==> src/rtl/sram_bridge.sv <==
// rtl/sram_bridge.sv - 32-bit CPU data port to 16-bit asynchronous SRAM bridge
//
// Each CPU word access becomes one or two half-word SRAM cycles (SETUP then a
// WAIT_CYCLES-long STROBE), low half first, skipping halves with no byte enables.
// Every SRAM pin and the CPU response come straight from flops.
//
// Ports:
//   clk, rst          clock, asynchronous active-low reset
//   cpu_req/we/sel    request strobe, store flag, byte enables (sampled in IDLE)
//   cpu_addr/wdata    byte address ([1:0] ignored), store data
//   cpu_rdata/ready   load data and one-cycle completion pulse
//   sram_addr         half-word address
//   sram_dq_o/i/oe    write data, read data, bus drive enable
//   sram_ce_n/oe_n/we_n/be_n  active-low SRAM strobes and byte enables
module sram_bridge #(
    parameter int ADDR_W      = 20,
    parameter int WAIT_CYCLES = 1
) (
    input  logic              clk,
    input  logic              rst,
    input  logic              cpu_req,
    input  logic              cpu_we,
    input  logic [3:0]        cpu_sel,
    input  logic [31:0]       cpu_addr,
    input  logic [31:0]       cpu_wdata,
    output logic [31:0]       cpu_rdata,
    output logic              cpu_ready,
    output logic [ADDR_W-1:0] sram_addr,
    output logic [15:0]       sram_dq_o,
    input  logic [15:0]       sram_dq_i,
    output logic              sram_dq_oe,
    output logic              sram_ce_n,
    output logic              sram_oe_n,
    output logic              sram_we_n,
    output logic [1:0]        sram_be_n
);
    localparam int CNT_W = (WAIT_CYCLES > 1) ? $clog2(WAIT_CYCLES) : 1;
    localparam logic [CNT_W-1:0] CNT_LAST = CNT_W'(WAIT_CYCLES - 1);

    typedef enum logic [1:0] {IDLE, SETUP, STROBE, DONE} state_t;

    state_t            state_q, state_d;
    logic              half_q, half_d;
    logic [CNT_W-1:0]  cnt_q, cnt_d;
    logic              we_q, we_d;
    logic [3:0]        sel_q, sel_d;
    logic [ADDR_W-2:0] addr_q, addr_d;
    logic [31:0]       wdata_q, wdata_d;
    logic [31:0]       acc_q, acc_d;

    logic [31:0]       rdata_q, rdata_d;
    logic              ready_q, ready_d;
    logic [ADDR_W-1:0] sram_addr_q, sram_addr_d;
    logic [15:0]       dq_o_q, dq_o_d;
    logic              dq_oe_q, dq_oe_d;
    logic              ce_n_q, ce_n_d;
    logic              oe_n_q, oe_n_d;
    logic              we_n_q, we_n_d;
    logic [1:0]        be_n_q, be_n_d;

    logic [15:0]       rd_mask;
    logic              addr_unused;

    // Address bits outside the SRAM window and the byte offset play no part.
    assign addr_unused = ^{cpu_addr[31:ADDR_W+1], cpu_addr[1:0]};

    // Unselected bytes of the current half read back as zero.
    assign rd_mask = half_q ? {{8{sel_q[3]}}, {8{sel_q[2]}}}
                            : {{8{sel_q[1]}}, {8{sel_q[0]}}};

    always_comb begin
        state_d     = state_q;
        half_d      = half_q;
        cnt_d       = cnt_q;
        we_d        = we_q;
        sel_d       = sel_q;
        addr_d      = addr_q;
        wdata_d     = wdata_q;
        acc_d       = acc_q;
        rdata_d     = rdata_q;
        ready_d     = 1'b0;
        sram_addr_d = sram_addr_q;
        dq_o_d      = dq_o_q;
        dq_oe_d     = dq_oe_q;
        ce_n_d      = ce_n_q;
        oe_n_d      = oe_n_q;
        we_n_d      = we_n_q;
        be_n_d      = be_n_q;

        case (state_q)
            IDLE: begin
                if (cpu_req) begin
                    we_d    = cpu_we;
                    sel_d   = cpu_sel;
                    addr_d  = cpu_addr[ADDR_W:2];
                    wdata_d = cpu_wdata;
                    acc_d   = '0;
                    if (cpu_sel == 4'b0000) begin
                        state_d = DONE;
                        ready_d = 1'b1;
                        rdata_d = '0;
                    end else begin
                        // Skip the low half entirely when it has no enables.
                        half_d      = (cpu_sel[1:0] == 2'b00);
                        state_d     = SETUP;
                        sram_addr_d = {cpu_addr[ADDR_W:2], half_d};
                        ce_n_d      = 1'b0;
                        be_n_d      = half_d ? ~cpu_sel[3:2] : ~cpu_sel[1:0];
                        dq_oe_d     = cpu_we;
                        if (cpu_we) begin
                            dq_o_d = half_d ? cpu_wdata[31:16] : cpu_wdata[15:0];
                        end
                    end
                end
            end
            SETUP: begin
                state_d = STROBE;
                cnt_d   = CNT_LAST;
                oe_n_d  = we_q;
                we_n_d  = ~we_q;
            end
            STROBE: begin
                if (cnt_q != '0) begin
                    cnt_d = cnt_q - 1'b1;
                end else begin
                    oe_n_d = 1'b1;
                    we_n_d = 1'b1;
                    if (!we_q) begin
                        if (half_q) acc_d[31:16] = sram_dq_i & rd_mask;
                        else        acc_d[15:0]  = sram_dq_i & rd_mask;
                    end
                    if (!half_q && (sel_q[3:2] != 2'b00)) begin
                        // dq_oe stays up: write data bridges straight into the next SETUP.
                        half_d      = 1'b1;
                        state_d     = SETUP;
                        sram_addr_d = {addr_q, 1'b1};
                        be_n_d      = ~sel_q[3:2];
                        if (we_q) dq_o_d = wdata_q[31:16];
                    end else begin
                        // dq_oe/dq_o are held through DONE so we_n rises before the bus is released.
                        state_d = DONE;
                        ce_n_d  = 1'b1;
                        be_n_d  = 2'b11;
                        ready_d = 1'b1;
                        rdata_d = acc_d;
                    end
                end
            end
            DONE: begin
                state_d = IDLE;
                dq_oe_d = 1'b0;
            end
            default: state_d = IDLE;
        endcase
    end

    always_ff @(posedge clk or negedge rst) begin
        if (!rst) begin
            state_q     <= IDLE;
            half_q      <= 1'b0;
            cnt_q       <= '0;
            we_q        <= 1'b0;
            sel_q       <= '0;
            addr_q      <= '0;
            wdata_q     <= '0;
            acc_q       <= '0;
            rdata_q     <= '0;
            ready_q     <= 1'b0;
            sram_addr_q <= '0;
            dq_o_q      <= '0;
            dq_oe_q     <= 1'b0;
            ce_n_q      <= 1'b1;
            oe_n_q      <= 1'b1;
            we_n_q      <= 1'b1;
            be_n_q      <= 2'b11;
        end else begin
            state_q     <= state_d;
            half_q      <= half_d;
            cnt_q       <= cnt_d;
            we_q        <= we_d;
            sel_q       <= sel_d;
            addr_q      <= addr_d;
            wdata_q     <= wdata_d;
            acc_q       <= acc_d;
            rdata_q     <= rdata_d;
            ready_q     <= ready_d;
            sram_addr_q <= sram_addr_d;
            dq_o_q      <= dq_o_d;
            dq_oe_q     <= dq_oe_d;
            ce_n_q      <= ce_n_d;
            oe_n_q      <= oe_n_d;
            we_n_q      <= we_n_d;
            be_n_q      <= be_n_d;
        end
    end

    assign cpu_rdata  = rdata_q;
    assign cpu_ready  = ready_q;
    assign sram_addr  = sram_addr_q;
    assign sram_dq_o  = dq_o_q;
    assign sram_dq_oe = dq_oe_q;
    assign sram_ce_n  = ce_n_q;
    assign sram_oe_n  = oe_n_q;
    assign sram_we_n  = we_n_q;
    assign sram_be_n  = be_n_q;

endmodule

==> config.mk <==
export PLATFORM = sky130hd
export DESIGN_NAME = sram_bridge
export DESIGN_NICKNAME = d
export VERILOG_FILES = /design/src/rtl/sram_bridge.sv
export SDC_FILE = /design/constraint.sdc
export NUM_CORES = 1
export LEC_CHECK = 0
export ABC_CLOCK_PERIOD_IN_PS = 2400
export CAP_MARGIN = 20
export CORE_ASPECT_RATIO = 0.5
export CORE_UTILIZATION = 30
export CTS_CLUSTER_DIAMETER = 200
export DETAILED_ROUTE_END_ITERATION = 10
export GPL_TIMING_DRIVEN = 0
export PLACE_DENSITY_LB_ADDON = 0.1
export SLEW_MARGIN = 30
export SYNTH_ARGS = -nofsm -noshare
export SYNTH_HDL_FRONTEND = slang
export SYNTH_SLANG_ARGS = --single-unit
==> constraint.sdc <==
create_clock -name clk -period 2.4 [get_ports clk]
set_clock_uncertainty 0.1 [all_clocks]
set_input_delay 0.48 -clock clk [delete_from_list [all_inputs] [get_ports clk]]
set_output_delay 0.48 -clock clk [all_outputs]
set_load 0.01 [all_outputs]
==> results of run 1 <==
[worst min-delay path: stages (launching register included)]
cell and delay (ns):
dfstp_2 0.37, inv_1 0.04, mux2i_1 0.06
[cell usage after synthesis, types with 4 or more instances]
master    instances  area [sq um]
dfrtp_1         144          3603
nand3_1          16         80.08
o22ai_1           4         25.02
dfstp_2           5         131.4
mux2_4           10         150.1
clkbuf_1         41         153.9
o21ai_1           4         20.02
inv_1            41         153.9
nor2_1            7         26.28
o21ai_0         121         605.6
a21oi_1           5         25.02
mux2i_1          67         670.6
ha_1              6         75.07
nand2_1          99         371.6
a21o_1           18         135.1
buf_4             4         30.03
mux2_2           47         529.3
[through the flow]
step	setup TNS [ns]	setup slack (ns)	area, sq um	instances
finish	0	0.1478	9585	1153
global route	0	0.01482	9585	1153
CTS	0	0.05056	9572	1153
detailed placement	-52.02	-0.5205	8887	1120
global placement	-913.93	-5.870	8855	1119
floorplan	0	0.3364	6989	664
[flip-flops by register name (all words and copies together) (netlist names)]
name        cells
acc_q          32
sram_dq_oe      1
sram_we_n       1
addr_q         19
state_q         2
we_q            1
sram_oe_n       1
cpu_rdata      32
sel_q           4
sram_addr      20
sram_be_n       2
sram_dq_o      16
sram_ce_n       1
wdata_q        16
cpu_ready       1
[where the power goes]
group	internal (W)	switching, W	total (W)
combinational	0.00251	0.00281	0.00532
clock	0.00175	0.00113	0.00288
sequential	0.00344	0.000456	0.00389
total	0.00770	0.00440	0.0121
[final cells by class]
type	count	area (sq um)
clock buffers	18	429.2
fillers	2304	13250
flip-flops and latches	149	3735
clock inverters	14	201.4
well taps	307	384.1
inverters	41	153.9
multi-input cells	425	2915
plain buffers	47	227.7
repair buffers	152	1539
[logic make-up (layout without fill, tap and decap cells)]
family	Yosys count	in the layout	synth area share (%)
compound gates	161	161	12.80
fa+ha+maj	6	6	1.074
buf+inv	90	272	5.174
flops	149	149	53.44
mux	124	124	19.32
simple gates	134	134	8.199
[layer usage]
layer  wire length [um]  track usage (%)
met3                793            4.398
met5                  0                0
met2               8720            26.25
met1               9474            23.23
met4                245            6.543
[worst max-delay path by stage]
stage	end	slack, ns	cells after the start
CTS	cpu_rdata[2]	0.05	7
detailed placement	cpu_rdata[7]	-0.52	6
finish	sram_addr[5]	0.15	6
floorplan	sram_dq_o[14]	0.34	6
global placement	addr_q[13]	-5.87	1
global route	cpu_rdata[2]	0.01	7
[what timing repair did]
action,CTS,global route
cloned,0,0
gates resized for setup,15,16
endpoints found under the setup margin,127,87
pin swaps,1,0
setup buffers,1,1
endpoints found under the hold margin,73,0
hold buffers,1,0
==> run metrics, run 1 <==
worst setup path start cpu_sel[0]; Slew @ Worst Pin 0.6243 ns; drt drc 0; syn avg cell area 10.53 sq um; area of the core 0.02284 sq mm; startpoint types input port; first-pass GRT wire length 30470 um; hold path start sram_be_n[1]; Largest stage delay, worst path 0.61 ns; port bufs 148; CP Class in2reg; crit-path max FO 10; clock sinks 149; Cell Area, Synth 0.006989 sq mm; Final Net Count 927; Fin. Hold Viols 0; Pwr Total 0.01210 W; fraction of registers with async set/reset 100.0%; Hold WC Path Type reg2reg; maximum root-to-sink buffer count 2; Via density 4.678; layout cells sized above 1 15.13%; P_leak 3.927 nW; Site Rows 39; post-synth net total 758; Root Driver clkbuf_16; Peak VDD IR 641.4 uV; critical path capture point type flop; Top Family by Delay on Critical Path buffers and inverters; power density over the cells 1262 mW/mm^2; register clock-pin slew on the reported worst setup and hold paths 0.07 ns; Data arrival, critical path 2.51 ns; die area 0.02395 sq mm; crit path time final 2.252 ns; Final setup viols 0; vias in the first global route 5450; initial DRC count 314; largest net degree at the start of global routing 76; Worst Path Buf+Inv 2; sequential area share after synthesis 53.44%; Hold Crit Depth 2; Max Slew Vio Count 0; Tcrit/Tclk final 93.84%; gr usage total 17.11%; routed len/inst 16.68 um; routed wire length 19230 um; Max Freq 0.4440 GHz; yosys warns 0; Clk Latency, worst-skew pair 0.43 ns; H-Tree Depth 4; chip width 217.9 um; most common cell after layout, fill and taps aside clkdlybuf4s50_1; CTS tree done; dpl hpwl 13690 um; Initial Util 30.60%; Pre-antenna DRT Iters 5; launch point of the worst reg-to-reg path state_q[0]; P&R area growth vs syn 37.15%; top_reg_cell synth dfrtp_1; FF+latch count, synth 149; hold path endpoint sram_be_n[1]; Antenna Nets Post-Route 0; Chip Height 109.9 um; final hold slack 0.3721 ns; routability congestion estimate 0.7772; ANT cells 0; antenna violations before repair 0; Yosys cell types 38; reg2reg end cpu_rdata[0]; Vias 5394; depth of the worst register-to-register path 7; critical path data required time 2.65 ns; Max-Cap Viols 0; status finished, final reports clean; worst-path cell chain clkdlybuf4s50_1 > or4_4 > a21boi_4 > clkbuf_1 > o21ai_0 > o21ai_0; Most common cell on crit path o21ai_0; Gate Count Post-Synth 664; Rel. slew slack 58.38%; Ports 163; CTS Buf Count 17; RSZ-0062 raised after global routing no; Util after Layout 41.97%; Slowest-stage cell, CP or4_4; r2r setup slk 0.15 ns; EDFF count, synth 0; commonest cells after routing, fill and taps aside 147 x clkdlybuf4s50_1, 144 x dfrtp_1, 121 x o21ai_0; Overflow after GRT 0
Power figures use the tool's default switching activity.
==> inputs of run 2 (changes only) <==
ABC_CLOCK_PERIOD_IN_PS = 2770   (was 2400)
clock period = 2.77 ns   (was 2.4 ns; I/O delays follow)
==> run 2 against run 1 <==
  * First-iteration DRC count down 8.6%
  * Critical path depth unchanged
  * Sequential share of layout area up 0.18 points
  * Worst hold slack improved by 0.0035 ns
  * Critical path type unchanged
  * Power is 14% lower
==> run metrics, run 2 (synthesis gave the netlist of run 1 again) <==
H-Tree Depth 4; launch point of the worst reg-to-reg path state_q[1]; Max Freq 0.3947 GHz; drt drc 0; ANT cells 0; routed len/inst 16.70 um; port bufs 148; commonest cells after routing, fill and taps aside 147 x clkdlybuf4s50_1, 144 x dfrtp_1, 121 x o21ai_0; clock sinks 149; CTS Buf Count 17; worst setup path start cpu_sel[0]; worst-path cell chain clkdlybuf4s50_1 > nor4_1 > nand2_1 > a21oi_2 > buf_4 > mux2i_1; maximum root-to-sink buffer count 2; Largest stage delay, worst path 0.62 ns; crit-path max FO 10; Clk Latency, worst-skew pair 0.44 ns; Vias 5392; Slew @ Worst Pin 0.7782 ns; Site Rows 39; P&R area growth vs syn 36.50%; Overflow after GRT 0; Via density 4.676; filler cell count 2308; routability congestion estimate 0.7772; Chip Height 109.9 um; worst setup path endpoint cpu_rdata[2]; largest net degree at the start of global routing 76; Pre-antenna DRT Iters 5; Final setup viols 0; dpl hpwl 13690 um; Top Family by Delay on Critical Path buffers and inverters; crit path time final 2.534 ns; register clock-pin slew on the reported worst setup and hold paths 0.06 ns; Rel. slew slack 48.12%; antenna violations before repair 0; Peak VDD IR 552.2 uV; most common cell after layout, fill and taps aside clkdlybuf4s50_1; Final Net Count 927; area of the core 0.02284 sq mm; WP depth 6; Max Slew Vio Count 0; depth of the worst register-to-register path 8; Worst Path Buf+Inv 2; Tcrit/Tclk final 91.46%; Initial Util 30.60%; first-pass GRT wire length 30370 um; Data arrival, critical path 2.79 ns; Root Driver clkbuf_16; Ports 163; die area 0.02395 sq mm; critical path data required time 3.03 ns; layout cells sized above 1 13.59%; RSZ-0062 raised after global routing no; Slowest-stage cell, CP nor4_1; CTS tree done; Max-Cap Viols 0; P_leak 3.890 nW; Setup TNS 0 ns; Fin. Hold Viols 0; routed wire length 19260 um; gr usage total 17.06%; r2r setup slk 0.28 ns; chip width 217.9 um; reg2reg end acc_q[23]; critical path capture point type flop; status finished, final reports clean; Pwr Total 0.01042 W; initial DRC count 287; Hold WC Path Type reg2reg; startpoint types input port; vias in the first global route 5452; power density over the cells 1093 mW/mm^2; Antenna Nets Post-Route 0; CP Class in2reg
==> run 2: cell count changes in the layout (fill, tap and decap cells not counted), sizes merged <==
cell | previous run | this run
clkbuf | 56 | 60
buf | 12 | 9
clkdlybuf4s15 | 1 | 0
==> run 2: layout make-up <==
class                      count  area, sq um  area share [%]
multi-input combinational    425         2895           30.35
buffer                        49        217.7           2.282
timing repair buffer         150         1524           15.97
clock buffer                  18        429.2           4.498
inverter                      41        153.9           1.613
clock inverter                14        201.4           2.111
sequential                   149         3735           39.15
tap                          307        384.1           4.026
==> run 2: worst min path at each step <==
stage          startpoint         to  slack [ns]  cells past startpoint
2_1_floorplan         rst   acc_q[0]        0.16                      0
4_1_cts          acc_q[5]   acc_q[5]        0.38                      2
3_3_place_gp     acc_q[1]   acc_q[1]        0.36                      2
6_report         acc_q[5]   acc_q[5]        0.38                      2
3_5_place_dp     acc_q[5]   acc_q[5]        0.37                      2
5_1_grt         acc_q[26]  acc_q[26]        0.40                      2
==> run 2: metal layers <==
metal,track usage [%],wire (um)
met4,6.643,278
met5,0,0
met3,4.509,952
met2,26.23,8680
met1,22.98,9345
==> run 2: what timing repair did <==
action	in CTS	in global routing
hold endpoints to repair	1	0
hold buffers	1	0
endpoints found under the setup margin	0	35
gates resized for setup	0	17
buffers inserted	0	0
==> run 2: report_power, final <==
| group | total [W] | internal (W) | leakage [nW] | switching [W] |
|---|---|---|---|---|
| registers | 0.00337 | 0.00298 | 1.91 | 0.000394 |
| clock network | 0.00250 | 0.00152 | 0.301 | 0.000980 |
| logic | 0.00455 | 0.00213 | 1.68 | 0.00243 |
| total | 0.0104 | 0.00662 | 3.89 | 0.00380 |
==> run 2: stage by stage <==
stage               area, sq um  hold slack (ns)  util [%]  cells  worst slack, ns
floorplan                  6989           0.1584         -    664           0.6613
global placement           8855           0.3562     38.77   1119           -5.574
detailed placement         8887           0.3655     38.92   1120          -0.2245
CTS                        9528           0.3795     41.72   1153          0.08957
global route               9540           0.4023     41.78   1153          0.03888
finish                     9540           0.3756     41.78   1153           0.2365
==> run 2: worst min-delay path: cells and delay by family, from the launching register on <==
| kind | cells | cell delay, ns |
|---|---|---|
| flops | 1 | 0.34 |
| simple gates | 1 | 0.04 |
| compound gates | 1 | 0.06 |
